$ cat src/rtl/llr_fg_stage_pkg.sv
// llr_fg_stage_pkg: shared constants and types for the f/g LLR update stage
package llr_fg_stage_pkg;
  localparam int PROCESS_UNIT_LLR_NUM = 16;
  localparam int LLR_INTERNAL_LEN = 6;
  localparam int LLR_MAX_POS = 2 ** (LLR_INTERNAL_LEN - 1) - 1;
  localparam int LLR_MAX_NEG = -LLR_MAX_POS;
  typedef enum logic {MODE_F = 1'b0, MODE_G = 1'b1} mode_t;
  function automatic int llr_max(input int w);
    return 2 ** (w - 1) - 1;
  endfunction
endpackage

$ cat src/rtl/llr_fg_pe.sv
// llr_fg_pe: single-lane unsaturated f (min-sum) / g LLR arithmetic
module llr_fg_pe
  import llr_fg_stage_pkg::*;
#(
  parameter int LLR_W = LLR_INTERNAL_LEN
) (
  input  logic [LLR_W-1:0] a,
  input  logic [LLR_W-1:0] b,
  input  logic             beta,
  input  mode_t            mode,
  output logic [LLR_W:0]   res
);
  logic signed [LLR_W:0] ax, bx, aa, ba, mn;
  always_comb begin
    ax = $signed({a[LLR_W-1], a});
    bx = $signed({b[LLR_W-1], b});
    aa = ax[LLR_W] ? -ax : ax;
    ba = bx[LLR_W] ? -bx : bx;
    mn = aa < ba ? aa : ba;
    // one extra bit holds |most-negative| and the full g range; S2 saturates
    res = mode == MODE_G ? (beta ? bx - ax : bx + ax) : (a[LLR_W-1] ^ b[LLR_W-1] ? -mn : mn);
  end
endmodule

$ cat src/rtl/llr_fg_stage.sv
// llr_fg_stage: two-stage pipelined f/g LLR update with valid/ready on both sides
module llr_fg_stage
  import llr_fg_stage_pkg::*;
#(
  parameter int LLR_NUM = PROCESS_UNIT_LLR_NUM,
  parameter int LLR_W = LLR_INTERNAL_LEN,
  parameter int TAG_W = 8
) (
  input  logic                       clk,
  input  logic                       rst,
  input  logic                       in_valid,
  output logic                       in_ready,
  input  logic                       in_mode,
  input  logic [2*LLR_NUM*LLR_W-1:0] in_alpha,
  input  logic [LLR_NUM-1:0]         in_beta,
  input  logic [TAG_W-1:0]           in_tag,
  output logic                       out_valid,
  input  logic                       out_ready,
  output logic [LLR_NUM*LLR_W-1:0]   out_llr,
  output logic [TAG_W-1:0]           out_tag
);
  localparam logic signed [LLR_W:0] MAXP = (LLR_W + 1)'(llr_max(LLR_W));
  localparam logic signed [LLR_W:0] MINN = -MAXP;
  logic [LLR_NUM-1:0][LLR_W:0] pe_res, s1_res;
  logic [LLR_NUM*LLR_W-1:0] sat_llr;
  logic [TAG_W-1:0] s1_tag;
  logic s1_valid, s1_adv, s2_adv;
  assign s2_adv = !out_valid || out_ready;
  assign s1_adv = !s1_valid || s2_adv;
  assign in_ready = s1_adv;
  for (genvar i = 0; i < LLR_NUM; i++) begin : g_lane
    llr_fg_pe #(.LLR_W(LLR_W)) u_pe (
      .a   (in_alpha[(2*LLR_NUM-1-i)*LLR_W +: LLR_W]),
      .b   (in_alpha[(LLR_NUM-1-i)*LLR_W +: LLR_W]),
      .beta(in_beta[LLR_NUM-1-i]),
      .mode(mode_t'(in_mode)),
      .res (pe_res[i])
    );
    // symmetric clamp: the most-negative code is never emitted
    assign sat_llr[(LLR_NUM-1-i)*LLR_W +: LLR_W] =
      $signed(s1_res[i]) > MAXP ? MAXP[LLR_W-1:0] :
      $signed(s1_res[i]) < MINN ? MINN[LLR_W-1:0] : s1_res[i][LLR_W-1:0];
  end
  always_ff @(posedge clk) begin
    if (rst) begin
      s1_valid <= 1'b0;
      s1_res <= '0;
      s1_tag <= '0;
      out_valid <= 1'b0;
      out_llr <= '0;
      out_tag <= '0;
    end else begin
      if (s1_adv) begin
        s1_valid <= in_valid;
        if (in_valid) begin
          s1_res <= pe_res;
          s1_tag <= in_tag;
        end
      end
      if (s2_adv) begin
        out_valid <= s1_valid;
        if (s1_valid) begin
          out_llr <= sat_llr;
          out_tag <= s1_tag;
        end
      end
    end
  end
endmodule

$ cat config.mk
export PLATFORM = sky130hd
export DESIGN_NAME = llr_fg_stage
export DESIGN_NICKNAME = d
export VERILOG_FILES = /design/src/rtl/llr_fg_stage_pkg.sv /design/src/rtl/llr_fg_pe.sv /design/src/rtl/llr_fg_stage.sv
export SDC_FILE = /design/constraint.sdc
export NUM_CORES = 1
export LEC_CHECK = 0
export ABC_CLOCK_PERIOD_IN_PS = 7800
export CORE_MARGIN = 2
export CORE_UTILIZATION = 61
export CTS_CLUSTER_SIZE = 12
export DETAILED_ROUTE_END_ITERATION = 10
export PLACE_DENSITY_LB_ADDON = 0.25
export SETUP_SLACK_MARGIN = 0.2
export SYNTH_ARGS = -nofsm -noshare
export SYNTH_HDL_FRONTEND = slang
export SYNTH_HIERARCHICAL = 1
export SYNTH_SLANG_ARGS = --single-unit
$ cat constraint.sdc
create_clock -name clk -period 7.8 [get_ports clk]
set_clock_uncertainty 0.1 [all_clocks]
set_input_delay 1.56 -clock clk [delete_from_list [all_inputs] [get_ports clk]]
set_output_delay 1.56 -clock clk [all_outputs]
set_load 0.01 [all_outputs]
==> impl_metrics.json <==
{
  "synth_ff_type": "dfxtp_1",
  "max_freq_mhz": 201,
  "cts_resized": 0,
  "grt_pass1_wl_mm": 133,
  "drt_iter0_markers": 1949,
  "crit_required_ns": 6.14,
  "post-cts-setup-buffers": 0,
  "p_clk_share_pct": 25.1,
  "fin_tns_setup_ns": 0,
  "reg2reg_to": "out_llr[94]$_SDFFE_PP0P_",
  "overflow": 0,
  "rows": 82,
  "dieArea_mm2": 0.0526,
  "crit_path_max_fanout": 28,
  "min_to": "s1_res[70]$_SDFFE_PP0P_",
  "avgViaCountPerCell": 6.03,
  "io_buffers": 326,
  "hold_ws_ns": 0.358,
  "fillers": 4150,
  "grt_usage_pct": 29.8,
  "hold_path.class": "reg2reg",
  "final_antenna_net_count": 0,
  "finalSetupViolations": 0,
  "place.gp.congestion": 0.955,
  "boundaryPins": 327,
  "drtPass1Iterations": 5,
  "antenna_found_initial": 1,
  "power.density_mw_per_mm2": 140,
  "utilization_pct": 69.1,
  "reg2regPathDepth": 4,
  "grt_max_degree": 124,
  "r2r_slack_ns": 4.66,
  "synth_top_cell_by_area": "dfxtp_1",
  "worst_ep_arrival_time_ns": 3.32,
  "num-nets-final": 4519,
  "relSlewSlack_pct": 23.3,
  "async_reset_ff_share_pct": 0,
  "cts_tree": "yes",
  "synth_edf_count": 0,
  "status": "finished clean",
  "totalWireLength_mm": 81.5,
  "tightest_slew_ns": 1.15,
  "drive_above_1_share_pct": 7.16,
  "syn_inst": 3812,
  "p_sw_mw": 1.87,
  "yosysMostFrequentCell": "nand2_1",
  "maxCapViolations": 0,
  "holdPathStages": 2,
  "h-tree-depth": 1,
  "start_util_pct": 61.8,
  "syn2layout_area_growth_pct": 11.9,
  "switching_share_pct": 38.5,
  "hold_violations": 0,
  "start_kind": "input port",
  "crit_path_end_kind": "output pin",
  "leakage_nw": 13.9,
  "cts_made_buffers": 27,
  "core-area_mm2": 0.0502,
  "wl_per_cell_um": 17.5,
  "grt_pass1_vias": 26231,
  "ys_seq_area_share_pct": 14.6,
  "synth_warnings": 6,
  "die_h_um": 229,
  "irDropWorstVdd_mv": 0.148,
  "fin_crit_sh_pct": 63.9,
  "synthDistinctLibCells": 61,
  "maxSlewViolCount": 0,
  "reg2reg_from": "s1_valid$_SDFFE_PP0N_",
  "min-delay-start": "s1_res[70]$_SDFFE_PP0P_",
  "ys_seq_elements": 226,
  "power_mw": 4.85,
  "drcViolationCount": 0,
  "synthTopCellsByArea": "dfxtp_1 (15%), ha_1 (12%), xnor2_1 (8.1%)",
  "insertion_delay_ns": 0.53,
  "intPower_mw": 2.99,
  "clk_pin_slew_ns": 0.05,
  "synth_top_area_share_pct": 14.6,
  "place_hpwl_mm": 62.7,
  "cts.sinks": 226,
  "synth.cell_area_mm2": 0.0310,
  "ys_top_cells_by_count": "nand2_1 (398), ha_1 (304), xnor2_1 (288), a21oi_1 (267), nor2_1 (243)",
  "syn_nets": 4353,
  "die_w_um": 229,
  "hold_buffers": 0,
  "rsz0062_at_grt": "no",
  "seq_power_share_pct": 29.1,
  "clockRootBuffer": "clkbuf_16",
  "diodes": 0,
  "worstSetupPathType": "in2out",
  "clock_path_buffers": 3,
  "period_minus_slack_ns": 4.98,
  "pwr-share-comb_pct": 45.8,
  "vias": 28145,
  "avgSynthCellArea_um2": 8.13
}
state kept, by name (all words and copies together) (netlist names):
| register | count |
|---|---|
| out_llr | 96 |
| out_valid | 1 |
| s1_tag | 8 |
| s1_valid | 1 |
| s1_res | 112 |
| out_tag | 8 |
worst max-delay path by stage:
| stage | start | depth (start not counted) | end | slack, ns |
|---|---|---|---|---|
| after floorplan | in_alpha[66] | 13 | s1_res[34]$_SDFFE_PP0P_ | 3.56 |
| after global placement | in_alpha[102] | 15 | s1_res[102]$_SDFFE_PP0P_ | 2.59 |
| after detailed placement | in_alpha[120] | 15 | s1_res[83]$_SDFFE_PP0P_ | 2.47 |
| after CTS | out_ready | 5 | in_ready | 2.83 |
| after global routing | in_alpha[120] | 15 | s1_res[83]$_SDFFE_PP0P_ | 2.59 |
| final | out_ready | 5 | in_ready | 2.82 |
cell type report:
| class | count | area, µm² | share of cell area [%] |
|---|---|---|---|
| multi-input cells | 3144 | 24200 | 69.8 |
| flip-flops and latches | 226 | 4530 | 13.1 |
| repair buffers | 336 | 3330 | 9.61 |
| inverters | 243 | 920 | 2.65 |
| well taps | 672 | 841 | 2.43 |
| clock buffers | 37 | 773 | 2.23 |
| clock inverters | 10 | 78.8 | 0.227 |
critical path, stage by stage:
cell             delay (ns)
clkdlybuf4s50_1        0.52
nor2b_4                0.14
buf_4                  0.41
nand2_1                0.16
clkdlybuf4s50_1        0.52
kinds of logic (layout without fill, tap and decap cells):
| logic type | count (synthesis) | count (layout) | synth area share [%] |
|---|---|---|---|
| other | 16 | 16 | 0.194 |
| adders and majority gates | 320 | 320 | 13.3 |
| AOI/OAI and AO/OA | 948 | 948 | 24.0 |
| muxes | 231 | 231 | 7.59 |
| xor gates and xnor gates | 384 | 384 | 11.2 |
| DFF | 226 | 226 | 14.6 |
| buffers and inverters | 442 | 626 | 7.42 |
| and+or+nand+nor | 1245 | 1245 | 21.7 |
metrics by stage:
step	cell area, µm²	worst slack, ns	cells
6_report	34700	2.82	4668
4_1_cts	34700	2.83	4668
3_3_place_gp	33800	2.59	4621
3_5_place_dp	33800	2.47	4621
2_1_floorplan	31000	3.56	3812
5_1_grt	34700	2.59	4668
layout by cell type (no fill, tap or decap), types with 49 or more instances in the layout:
cell             count
nand2b_1            97
nand3_1             88
xnor2_1            288
inv_1              241
a21oi_1            267
clkdlybuf4s50_1    324
dfxtp_1            225
o21bai_1            60
o21ai_0            171
a311oi_1            64
ha_1               304
mux2i_1            199
nor2_1             242
nor2b_1             49
a31oi_1             64
nand2_1            398
xor2_1              80
metal layers:
| layer | GRT usage (%) | wire length, µm |
|---|---|---|
| met5 | 0 | 0 |
| met4 | 9.48 | 2570 |
| met3 | 3.32 | 5190 |
| met2 | 48.6 | 36500 |
| met1 | 40.9 | 37200 |
power by group through the flow:
stage	logic [mW]	registers [mW]	clock network (mW)
global placement	2.15	1.43	0
CTS	2.21	1.41	1.25
finish	2.22	1.41	1.22
detailed placement	2.19	1.43	0
floorplan	1.66	1.36	0
global route	2.46	1.43	1.29
Power figures use the tool's default switching activity.
